### src/rtl/gb_cart_pkg.sv
// Shared constants and types for the GameBoy MBC1 cartridge controller.
// Address windows are decoded from the top address bits in 8 KB or 16 KB granules.
package gb_cart_pkg;

  // CART_ADDR[15:14] windows (16 KB)
  localparam logic [1:0] WinRom0 = 2'b00;
  localparam logic [1:0] WinRomx = 2'b01;

  // CART_ADDR[15:13] windows (8 KB)
  localparam logic [2:0] WinRamEn = 3'b000;
  localparam logic [2:0] WinBank1 = 3'b001;
  localparam logic [2:0] WinBank2 = 3'b010;
  localparam logic [2:0] WinMode  = 3'b011;
  localparam logic [2:0] WinEram  = 3'b101;

  localparam logic [3:0] RamEnKey = 4'hA;
  localparam logic [7:0] OpenBus  = 8'hFF;

  typedef enum logic [1:0] {
    StIdle,
    StRomWait,
    StRamWait
  } rd_state_e;

  // Full 7-bit ROM bank before masking to the populated bank count.
  function automatic logic [6:0] rom_bank(input logic       in_rom0,
                                          input logic       mode,
                                          input logic [1:0] bank2,
                                          input logic [4:0] bank1);
    if (in_rom0) begin
      return mode ? {bank2, 5'b00000} : 7'd0;
    end
    return {bank2, bank1};
  endfunction

endpackage

### src/rtl/mbc1_regs.sv
// MBC1 control registers (ram_en, bank1, bank2, mode) and the ROM/RAM address
// mapping derived from them and the current cartridge address.
module mbc1_regs
  import gb_cart_pkg::*;
#(
  parameter int unsigned ROM_BANKS_LOG2 = 7,
  parameter int unsigned RAM_BANKS_LOG2 = 2
) (
  input  logic                            i_clk,
  input  logic                            i_rst,
  input  logic                            i_wr_stb,
  input  logic [15:0]                     i_addr,
  input  logic [4:0]                      i_data,
  output logic                            o_ram_en,
  output logic [14+ROM_BANKS_LOG2-1:0]    o_rom_addr,
  output logic [13+RAM_BANKS_LOG2-1:0]    o_ram_addr
);

  logic [4:0]  r_bank1;
  logic [1:0]  r_bank2;
  logic        r_mode;
  logic        r_ram_en;

  logic [20:0] w_rom_full;
  logic [14:0] w_ram_full;

  always_ff @(posedge i_clk) begin
    if (i_rst) begin
      r_bank1  <= 5'd1;
      r_bank2  <= 2'd0;
      r_mode   <= 1'b0;
      r_ram_en <= 1'b0;
    end else if (i_wr_stb) begin
      case (i_addr[15:13])
        WinRamEn: r_ram_en <= (i_data[3:0] == RamEnKey);
        // Bank 0 is unreachable through the switchable window
        WinBank1: r_bank1  <= (i_data == 5'd0) ? 5'd1 : i_data;
        WinBank2: r_bank2  <= i_data[1:0];
        WinMode:  r_mode   <= i_data[0];
        default:  ;
      endcase
    end
  end

  always_comb begin
    w_rom_full = {rom_bank(i_addr[15:14] == WinRom0, r_mode, r_bank2, r_bank1), i_addr[13:0]};
    w_ram_full = {(r_mode ? r_bank2 : 2'b00), i_addr[12:0]};
  end

  assign o_ram_en   = r_ram_en;
  assign o_rom_addr = w_rom_full[14+ROM_BANKS_LOG2-1:0];
  assign o_ram_addr = w_ram_full[13+RAM_BANKS_LOG2-1:0];

endmodule

### src/rtl/cart_mbc1.sv
// MBC1 cartridge front end: write decode, read-fetch FSM towards the ROM store
// and cartridge SRAM, and the registered data return path to the GameBoy.
module cart_mbc1
  import gb_cart_pkg::*;
#(
  parameter int unsigned ROM_BANKS_LOG2 = 7,
  parameter int unsigned RAM_BANKS_LOG2 = 2
) (
  input  logic                            clk,
  input  logic                            rst,
  input  logic [15:0]                     CART_ADDR,
  input  logic [7:0]                      CART_DATA_from_gb,
  output logic [7:0]                      CART_DATA_to_gb,
  input  logic                            CART_RD,
  input  logic                            CART_WR,
  output logic                            CART_BUSY,
  output logic [14+ROM_BANKS_LOG2-1:0]    ROM_ADDR,
  output logic                            ROM_RD,
  input  logic [7:0]                      ROM_RDATA,
  input  logic                            ROM_VALID,
  output logic [13+RAM_BANKS_LOG2-1:0]    RAM_ADDR,
  output logic                            RAM_WR,
  output logic [7:0]                      RAM_WDATA,
  input  logic [7:0]                      RAM_RDATA
);

  rd_state_e r_state;
  rd_state_e w_state_next;

  logic        r_rd_q;
  logic        r_wr_q;
  logic [15:0] r_addr_q;
  logic        r_pending;
  logic [7:0]  r_data;
  logic        r_ram_wr;
  logic [7:0]  r_ram_wdata;
  logic [14+ROM_BANKS_LOG2-1:0] r_rom_addr;

  logic        w_wr_stb;
  logic        w_rd_start;
  logic        w_issue;
  logic        w_is_rom;
  logic        w_is_eram;
  logic        w_ram_en;
  logic        w_go_rom;
  logic        w_go_ram;
  logic        w_go_open;
  logic [14+ROM_BANKS_LOG2-1:0] w_rom_addr;

  assign w_wr_stb   = CART_WR & ~r_wr_q;
  // A simultaneous write owns the bus; the read start is dropped, not deferred
  assign w_rd_start = CART_RD & ~CART_WR & (~r_rd_q | (CART_ADDR != r_addr_q));
  assign w_issue    = (r_state == StIdle) & (w_rd_start | r_pending);

  assign w_is_rom   = (CART_ADDR[15:14] == WinRom0) | (CART_ADDR[15:14] == WinRomx);
  assign w_is_eram  = (CART_ADDR[15:13] == WinEram);
  assign w_go_rom   = w_issue & w_is_rom;
  assign w_go_ram   = w_issue & w_is_eram & w_ram_en;
  assign w_go_open  = w_issue & ~w_is_rom & ~(w_is_eram & w_ram_en);

  mbc1_regs #(
    .ROM_BANKS_LOG2 (ROM_BANKS_LOG2),
    .RAM_BANKS_LOG2 (RAM_BANKS_LOG2)
  ) u_regs (
    .i_clk      (clk),
    .i_rst      (rst),
    .i_wr_stb   (w_wr_stb),
    .i_addr     (CART_ADDR),
    .i_data     (CART_DATA_from_gb[4:0]),
    .o_ram_en   (w_ram_en),
    .o_rom_addr (w_rom_addr),
    .o_ram_addr (RAM_ADDR)
  );

  always_ff @(posedge clk) begin
    if (rst) begin
      r_rd_q   <= 1'b0;
      r_wr_q   <= 1'b0;
      r_addr_q <= '0;
    end else begin
      r_rd_q   <= CART_RD;
      r_wr_q   <= CART_WR;
      r_addr_q <= CART_ADDR;
    end
  end

  always_ff @(posedge clk) begin
    if (rst) begin
      r_state <= StIdle;
    end else begin
      r_state <= w_state_next;
    end
  end

  always_comb begin
    w_state_next = r_state;
    unique case (r_state)
      StIdle: begin
        if (w_go_rom) begin
          w_state_next = StRomWait;
        end else if (w_go_ram) begin
          w_state_next = StRamWait;
        end
      end
      StRomWait: if (ROM_VALID) w_state_next = StIdle;
      StRamWait: w_state_next = StIdle;
      default:   w_state_next = StIdle;
    endcase
  end

  always_comb begin
    ROM_RD    = 1'b0;
    CART_BUSY = 1'b0;
    unique case (r_state)
      StRomWait: begin
        ROM_RD    = 1'b1;
        CART_BUSY = 1'b1;
      end
      StRamWait: CART_BUSY = 1'b1;
      default:   ;
    endcase
  end

  always_ff @(posedge clk) begin
    if (rst) begin
      r_pending   <= 1'b0;
      r_data      <= OpenBus;
      r_rom_addr  <= '0;
      r_ram_wr    <= 1'b0;
      r_ram_wdata <= '0;
    end else begin
      r_ram_wr <= w_wr_stb & w_is_eram & w_ram_en;
      if (w_wr_stb) r_ram_wdata <= CART_DATA_from_gb;

      // One deferred start is remembered; it re-samples CART_ADDR when issued
      if (r_state != StIdle) begin
        if (w_rd_start) r_pending <= 1'b1;
      end else begin
        r_pending <= 1'b0;
      end

      // Latched so bank writes during the fetch cannot move it
      if (w_go_rom) r_rom_addr <= w_rom_addr;

      if (w_go_open) begin
        r_data <= OpenBus;
      end else if ((r_state == StRomWait) && ROM_VALID) begin
        r_data <= ROM_RDATA;
      end else if (r_state == StRamWait) begin
        r_data <= RAM_RDATA;
      end
    end
  end

  assign ROM_ADDR        = r_rom_addr;
  assign RAM_WR          = r_ram_wr;
  assign RAM_WDATA       = r_ram_wdata;
  assign CART_DATA_to_gb = r_data;

endmodule

### config.mk
export PLATFORM = sky130hd
export DESIGN_NAME = cart_mbc1
export DESIGN_NICKNAME = d
export VERILOG_FILES = /design/src/rtl/gb_cart_pkg.sv /design/src/rtl/mbc1_regs.sv /design/src/rtl/cart_mbc1.sv
export SDC_FILE = /design/constraint.sdc
export NUM_CORES = 1
export LEC_CHECK = 0
export BUFFER_PORTS_ARGS = -buffer_cell sky130_fd_sc_hd__buf_2
export CAP_MARGIN = 10
export CORE_UTILIZATION = 30
export DETAILED_ROUTE_END_ITERATION = 10
export HOLD_SLACK_MARGIN = 0.05
export PLACE_DENSITY = 0.63
export SETUP_SLACK_MARGIN = 0.3
export SYNTH_ARGS = -nofsm -noshare
export SYNTH_HDL_FRONTEND = slang
export SYNTH_SLANG_ARGS = --single-unit
export TNS_END_PERCENT = 50
### constraint.sdc
create_clock -name clk -period 3.6 [get_ports clk]
set_input_delay 0.54 -clock clk [delete_from_list [all_inputs] [get_ports clk]]
set_output_delay 0.54 -clock clk [all_outputs]
set_load 0.01 [all_outputs]
==> metrics.md, run 1 <==
| Metric | Value |
|---|---|
| Clk pwr share | 41.5% |
| Pins over their slew limit | 0 |
| Initial antenna violation count | 0 |
| Layout net count | between 400 and 500 |
| DIE AREA | just under 0.01 sq mm |
| Placed inst area | between 0.003 and 0.004 sq mm |
| Min Tclk post-route | between 2 and 2.5 ns |
| Ys Warns | 0 |
| Antenna cell count | 0 |
| Post-CTS Repair Setup Buffers | 0 |
| GPL Wtd Cong | roughly 0.75 |
| Sequential-to-total area share from yosys stat | between 40% and 50% |
| Via density | around 4.3 |
| Final instance area | around 0.0036 sq mm |
| Period Utilization, post-route | between 50 and 60% |
| Startpoint types | flip-flop |
| Synthesis-to-layout area growth | 24.9% |
| Largest vdd supply drop | ~0.00019 V |
| Largest net degree at the start of global routing | 62 |
| FP Rows | 35 |
| Comb power frac | a little over a tenth |
| Net switching power | roughly 0.4 mW |
| Cell Area, Synth | between 0.002 and 0.003 sq mm |
| I/O pin cnt | 100 |
| Pwr dens | between 400 and 500 mW/mm^2 |
| Max-cap violations | 0 |
| FF+latch count, synth | 68 |
| Skew-Pair Late Insertion Delay | roughly 0.35 ns |
| Worst min-delay path class | in2reg |
| Clock sink count | 68 |
| Iter 0 DRT Violations | just over 60 |
| Final Hold Fails | 0 |
| Internal reg-to-reg setup slack | 1.51 ns |
| Number of different library cells in the post-synthesis netlist | 35 |
| Unrepaired setup endpoints after global routing | no |
| Clock Path Buffers | 2 |
| EDFF count, synth | 0 |
| Setup_tns | 0 ns |
| Filler cell count | a little under 1k |
| Multi-input logic area | 0.00131 sq mm |
| Internal power | between 1 and 1.5 mW |
| Top fanout value on the critical path | 28 |
| Type of the worst setup path | reg2reg |
| Die Wd | ~100 um |
| H-tree depth | 3 |
| GRT overflow | 0 |
| First drt pass iteration count | 4 |
| Hold Buf Count CTS | 0 |
| Clk_skew | between 0.009 and 0.01 ns |
| Chip height | about 100 um |
| Setup crit end kind | flip-flop |
| Fraction of registers with async set/reset | 0% |
| Register area | 0.00136 sq mm |
| Reg clk slew, reported paths | ~0.080 ns |
| Overall routing resource usage | 13.6% |
| Arrival time at the worst endpoint | roughly 2.3 ns |
| Actual slew at the worst max-slew pin | 1.10 ns |
| Setup Viol. Count Final | 0 |
| Switching portion of total power | 24.1% |
| Final WL | ~6.3 mm |
| Status | complete, no violations |
| Rel. slew slack | a little over a quarter |
| Vias post-DR | ~2.3k |
| Wire per inst | approximately 12 um |
| Initial Util | between 30% and 40% |
| Min-delay src | ROM_RDATA[3] |
| Max frequency | between 0.4 and 0.5 GHz |
| Critical Path Start | r_state[0] |
| DRC viols | 0 |
| Mapped Cells | between 300 and 400 |
| Post-synth net total | roughly 360 |
| Dpl hpwl | roughly 4.5 mm |
| Most used DFF post-synth | dfxtp_1 |
| LEAKAGE | 1.54 nW |
| Sequential power share | between 40% and 50% |
| First-pass GRT wire length | about 10 mm |
| Worst path required time | approximately 3.8 ns |
| Share of cells above drive strength 1 | between 30% and 40% |
| CTS root buffer | clkbuf_8 |
| CTS tree | built |
| IO buf count | 99 |
| Avg Cell Area, Syn | 9.24 sq um |
| Core ar. | 0.00924 sq mm |
| CTS buffer count | 9 |
| Vias in the first global route | approximately 2.2k |
| Post-route ant nets | 0 |
| Post-CTS sizing | 0 |
| R2r startpoint | r_state[0] |
[sequential cells by signal, summed over array words and instances (netlist names), 2 cells and up]
| name | flops |
|---|---|
| RAM_WDATA | 8 |
| u_regs.r_bank2 | 2 |
| r_state | 2 |
| r_addr_q | 16 |
| CART_DATA_to_gb | 8 |
| u_regs.r_bank1 | 5 |
| ROM_ADDR | 21 |
[cell usage in the layout (no fill, tap or decap), types with 4 or more instances in the layout]
master	netlist	routed
nor2b_1	18	18
nand2_1	39	39
nand3b_1	4	4
buf_2	4	99
mux2i_1	30	30
nand4_1	5	5
nand3_1	8	8
a21oi_1	9	8
nor2_1	31	31
nor3_1	4	4
nand2b_1	9	9
dfxtp_1	68	68
o21ai_0	8	8
inv_1	4	4
clkbuf_8	0	10
o21ai_1	7	7
xnor2_1	12	12
[final timing paths]
path                                            to  depth (start not counted)
worst max-delay path                   ROM_ADDR[9]                          6
worst min-delay path            CART_DATA_to_gb[3]                          3
worst max register to register         ROM_ADDR[9]                          6
worst min register to register        RAM_WDATA[7]                          2
[routing by layer]
layer | up-vias | GRT usage (%) | wire [um]
li1 | 1172 | - | -
met1 | 1008 | 17.6 | 3030
met2 | 71 | 20.6 | 2780
met3 | 12 | 3.44 | 357
met4 | 0 | 7.92 | 133
met5 | - | 0 | 0
[critical path: stages (launching register included)]
cell      delay (ns)
dfxtp_1         0.33
inv_1           0.08
ha_1            0.25
nand3b_1        0.16
a21oi_4         0.77
mux2i_1         0.28
nor2_1          0.05
[power by group through the flow]
stage | combinational [mW] | sequential [mW] | clock (mW)
after floorplan | 0.114 | 0.815 | 0
after global placement | 0.182 | 0.809 | 0
after detailed placement | 0.184 | 0.810 | 0
after CTS | 0.185 | 0.792 | 0.715
after global routing | 0.205 | 0.796 | 0.745
final | 0.183 | 0.792 | 0.691
[layout make-up]
class                      instances  area share (%)
sequential                        68            38.2
clock inverter                     5            2.10
clock buffer                      11            3.96
tap                              129            4.52
timing repair buffer              99            13.9
multi-input combinational        207            36.8
inverter                           5           0.526
[stage by stage]
| step | hold WS (ns) | instances | util, % | total power [mW] | worst slack (ns) |
|---|---|---|---|---|---|
| after floorplan | 0.435 | 309 | - | 0.930 | 1.70 |
| after global placement | 0.441 | 508 | 36.3 | 0.991 | 1.27 |
| after detailed placement | 0.449 | 508 | 36.3 | 0.994 | 1.23 |
| after CTS | 0.413 | 524 | 38.6 | 1.69 | 1.48 |
| after global routing | 0.436 | 524 | 38.6 | 1.75 | 1.28 |
| final | 0.422 | 524 | 38.6 | 1.67 | 1.51 |
[synthesized netlist by cell type, drive strengths merged (3+ instances only)]
cell    count  area, sq um
a21oi       9         45.0
and2        3         18.8
buf        19          136
clkbuf     10         37.5
dfxtp      68         1360
ha          3         37.5
inv         5         18.8
mux2i      30          300
nand2      39          146
nand2b      9         56.3
nand3       8         40.0
nand3b      4         30.0
nand4       5         31.3
nor2       31          116
nor2b      18          113
nor3        4         20.0
nor4        3         18.8
o21ai      15         75.1
xnor2      13          121
xor2        3         26.3
[cells by family (layout without fill, tap and decap cells)]
group,count (synthesis),count (layout),synth area share [%]
compound gates,30,30,6.53
xor+xnor,16,16,5.17
fa+ha+maj,3,3,1.31
buf+inv,34,120,6.75
flops,68,68,47.7
mux,30,30,10.5
simple gates,128,128,22.1
(Power assumes the default switching activity.)
==> run 2, diff against run 1 <==
--- a/config.mk
+++ b/config.mk
@@ -5,12 +5,13 @@
 export SDC_FILE = /design/constraint.sdc
 export NUM_CORES = 1
 export LEC_CHECK = 0
+export ABC_AREA = 1
 export BUFFER_PORTS_ARGS = -buffer_cell sky130_fd_sc_hd__buf_2
 export CAP_MARGIN = 10
 export CORE_UTILIZATION = 30
 export DETAILED_ROUTE_END_ITERATION = 10
 export HOLD_SLACK_MARGIN = 0.05
-export PLACE_DENSITY = 0.63
+export PLACE_DENSITY = 0.62
 export SETUP_SLACK_MARGIN = 0.3
 export SYNTH_ARGS = -nofsm -noshare
 export SYNTH_HDL_FRONTEND = slang
==> constraint.sdc (replaced) <==
create_clock -name clk -period 2 [get_ports clk]
set_input_delay 0.3 -clock clk [delete_from_list [all_inputs] [get_ports clk]]
set_output_delay 0.3 -clock clk [all_outputs]
set_load 0.01 [all_outputs]
==> run 2 against run 1 <==
Net effect: sequential power increased by 88%; register-to-register slack got worse by 1.2 ns; power increased by 88%; count of clock-buffer cells in the layout increased by 1.
==> metrics.md, run 2 <==
| Metric | Value |
|---|---|
| Final instance area | 0.00372 sq mm (was 0.00357 sq mm) |
| Mapped Cells | 392 (was 309) |
| Cell Area, Synth | 0.00289 sq mm (was 0.00286 sq mm) |
| GPL Wtd Cong | 0.739 (was 0.749) |
| Sequential-to-total area share from yosys stat | 47.2% (was 47.7%) |
| Max frequency | 0.598 GHz (was 0.478 GHz) |
| Largest cells by area after synthesis | dfxtp_1 (47%), nand2_1 (11%), nor2_1 (6.8%), nand3_1 (6.2%), inv_1 (5.9%) (was dfxtp_1 (48%), mux2i_1 (11%), nand2_1 (5.1%), nor2_1 (4.1%), nor2b_1 (3.9%)) |
| Final Hold Fails | 0 (unchanged) |
| Buf+Inv Stages, Crit Path | 2 (was 1) |
| Largest net degree at the start of global routing | 23 (was 62) |
| Fin util | 40.1% (was 38.6%) |
| Largest vdd supply drop | 0.000407 V (was 0.000192 V) |
| Share of cells above drive strength 1 | 32.3% (was 30.4%) |
| Chip height | 100 um (was 99.6 um) |
| Arrival time at the worst endpoint | 1.89 ns (was 2.28 ns) |
| DRC viols | 0 (unchanged) |
| Synth top area share | 47.2% (was 47.7%) |
| IO buf count | 99 (unchanged) |
| Synthesis-to-layout area growth | 28.9% (was 24.9%) |
| Layout net count | 532 (was 438) |
| Multi-input logic area | 0.00120 sq mm (was 0.00131 sq mm) |
| Min Tclk post-route | 1.67 ns (was 2.09 ns) |
| DIE AREA | 0.0100 sq mm (was 0.00992 sq mm) |
| Final WL | 7.41 mm (was 6.31 mm) |
| First-pass GRT wire length | 12.0 mm (was 10.4 mm) |
| Max-cap violations | 0 (unchanged) |
| LEAKAGE | 1.77 nW (was 1.54 nW) |
| FP Rows | 35 (unchanged) |
| Most common cell after layout, fill and taps aside | buf_2 (unchanged) |
| Most frequent CP cell | nand2_1 |
| Initial antenna violation count | 0 (unchanged) |
| Most frequent cells in the layout | buf_2 (99), nand2_1 (80), dfxtp_1 (62) (was buf_2 (99), dfxtp_1 (68), nand2_1 (39)) |
| FF+latch count, synth | 68 (unchanged) |
| Vias in the first global route | 2577 (was 2212) |
| Wire per inst | 12.0 um (about the same) |
| Most common cell in the netlist | nand2_1 (was dfxtp_1) |
| Clk_skew | 0.00687 ns (was 0.00970 ns) |
| Crit-path max cell delay | 0.34 ns (was 0.77 ns) |
| Avg Cell Area, Syn | 7.36 sq um (was 9.24 sq um) |
| Setup_tns | 0 ns (unchanged) |
| Fraction of registers with async set/reset | 0% (unchanged) |
| Crit path max-delay family | simple AND/OR/NAND/NOR gates (was compound AO/OA/AOI/OAI gates) |
| Dpl hpwl | 5.22 mm (was 4.49 mm) |
| Power Total | 3.13 mW (was 1.67 mW) |
| Period Utilization, post-route | 83.6% (was 58.1%) |
| Number of different library cells in the post-synthesis netlist | 22 (was 35) |
| First drt pass iteration count | 4 (unchanged) |
| Top fanout value on the critical path | 6 (was 28) |
| Pwr dens | 841 mW/mm^2 (was 467 mW/mm^2) |
| Post-synth net total | 440 (was 357) |
| H-tree depth | 3 (unchanged) |
| Max FFs per register | 21 (unchanged) |
| Vias post-DR | 2718 (was 2263) |
| Iter 0 DRT Violations | 122 (was 62) |
| Skew-Pair Late Insertion Delay | 0.33 ns (was 0.35 ns) |
| Unrepaired setup endpoints after global routing | yes (was no) |
| Worst path required time | 2.22 ns (was 3.79 ns) |
| Actual slew at the worst max-slew pin | 0.437 ns (was 1.10 ns) |
| Overall routing resource usage | 15.1% (was 13.6%) |
| Die Wd | 100 um (was 99.6 um) |
| Initial Util | 31.1% (was 30.9%) |
| Top cells by count, synth | nand2_1 (87), dfxtp_1 (68), nor2_1 (52) (was dfxtp_1 (68), nand2_1 (39), nor2_1 (31)) |
| Core ar. | 0.00928 sq mm (was 0.00924 sq mm) |
| Setup crit end kind | flip-flop (unchanged) |
| Clock sink count | 68 (unchanged) |
| Register area | 0.00137 sq mm (was 0.00136 sq mm) |
| CTS buffer count | 9 (unchanged) |
| Post-route ant nets | 0 (unchanged) |
| Clock Path Buffers | 2 (unchanged) |
| CTS tree | built (unchanged) |
| Setup Viol. Count Final | 0 (unchanged) |
| Type of the worst setup path | reg2reg (unchanged) |
| Placed inst area | 0.00339 sq mm (was 0.00335 sq mm) |
| Most used DFF post-synth | dfxtp_1 (unchanged) |
| Via density | 4.40 (was 4.32) |
| I/O pin cnt | 100 (unchanged) |
| Worst min-delay path class | in2reg (unchanged) |
| Antenna cell count | 0 (unchanged) |
| Ys Warns | 0 (unchanged) |
| Synth area leader | dfxtp_1 (unchanged) |
| CTS root buffer | clkbuf_8 (unchanged) |
| CP Cell Sequence | inv_2 > nand2_2 > nand2_1 > nor2_1 > nand2_1 > nor2_1 > nand3_1 > nand2_1 > nand2_2 > nand3_4 > clkinvlp_4 > a2bb2oi_1 (was inv_1 > ha_1 > nand3b_1 > a21oi_4 > mux2i_1 > nor2_1) |
| GRT overflow | 0 (unchanged) |
| Filler cell count | 990 (was 968) |
| Status | complete, no violations (unchanged) |
| Startpoint types | flip-flop (unchanged) |
| Pins over their slew limit | 0 (unchanged) |
| EDFF count, synth | 0 (unchanged) |
| Reg clk slew, reported paths | 0.07 ns (was 0.08 ns) |
| Rel. slew slack | 70.8% (was 26.6%) |
| Slowest-stage cell, CP | dfxtp_2 (was a21oi_4) |
## run 2: changes by cell type after synthesis, moves of 7 or more
cell / delta
o21ai_1: -7
nor2_1: +21
inv_1: +41
nand2b_1: -9
a21oi_1: +15
nand3_1: +28
nand2_1: +48
mux2i_1: -30
o21ai_0: +11
xnor2_1: -8
nor2b_1: -18
## run 2: power breakdown
group          internal, mW  switching (mW)  total (mW)
sequential             1.44          0.0431        1.49
clock                 0.609           0.503        1.11
combinational         0.217           0.312       0.529
## run 2: area by class of cell
class | instances | share of cell area, %
sequential | 68 | 36.8
clock inverter | 4 | 1.31
tap | 129 | 4.34
timing repair inverter | 3 | 0.605
timing repair buffer | 107 | 15.9
clock buffer | 12 | 3.90
multi-input combinational | 247 | 32.2
inverter | 48 | 4.94
## run 2: worst min-delay path, cell delays in order
cell	delay (ns)
buf_2	0.07
nor2_1	0.03
nor2_1	0.08
## run 2: cells by family after synthesis
group / after synthesis / synth area share, %
adder cells (fa/ha/maj): 3 / 1.30
flip-flops: 68 / 47.2
AO/OA/AOI/OAI: 50 / 9.54
AND/OR/NAND/NOR: 190 / 27.8
XOR/XNOR: 4 / 1.21
buffers and inverters: 77 / 13.0
## run 2: what timing repair did
action | 4_1_cts | 5_1_grt
resized for setup | 5 | 28
gates cloned | 2 | 1
buffers inserted | 0 | 3
hold buffers | 0 | 0
setup endpoints to repair | 20 | 31
pin swaps | 0 | 9
## run 2: through the flow
step                hold slack [ns]  instances  worst slack, ns
floorplan                     0.405        392            0.459
global placement              0.450        596            0.106
detailed placement            0.455        596           0.0330
CTS                           0.173        614            0.262
global route                  0.182        618            0.166
finish                        0.183        618            0.329
## run 2: per-layer routing
layer  GRT usage (%)  vias up  part of all wire (%)
li1                -     1408                     -
met1            19.1     1249                    47
met2            25.6       55                    47
met3            2.92        6                   4.5
met4            5.35        0                   1.0
met5               0        -                     0
## run 2: worst paths after layout
| path | startpoint | end | slack, ns | cells after the start |
|---|---|---|---|---|
| worst max-delay path | r_addr_q[7] | ROM_ADDR[17] | 0.33 | 12 |
| worst min-delay path | CART_DATA_from_gb[5] | RAM_WDATA[5] | 0.18 | 3 |
| worst max register to register | r_addr_q[7] | ROM_ADDR[17] | 0.33 | 12 |
| worst min register to register | ROM_ADDR[9] | ROM_ADDR[9] | 0.46 | 2 |
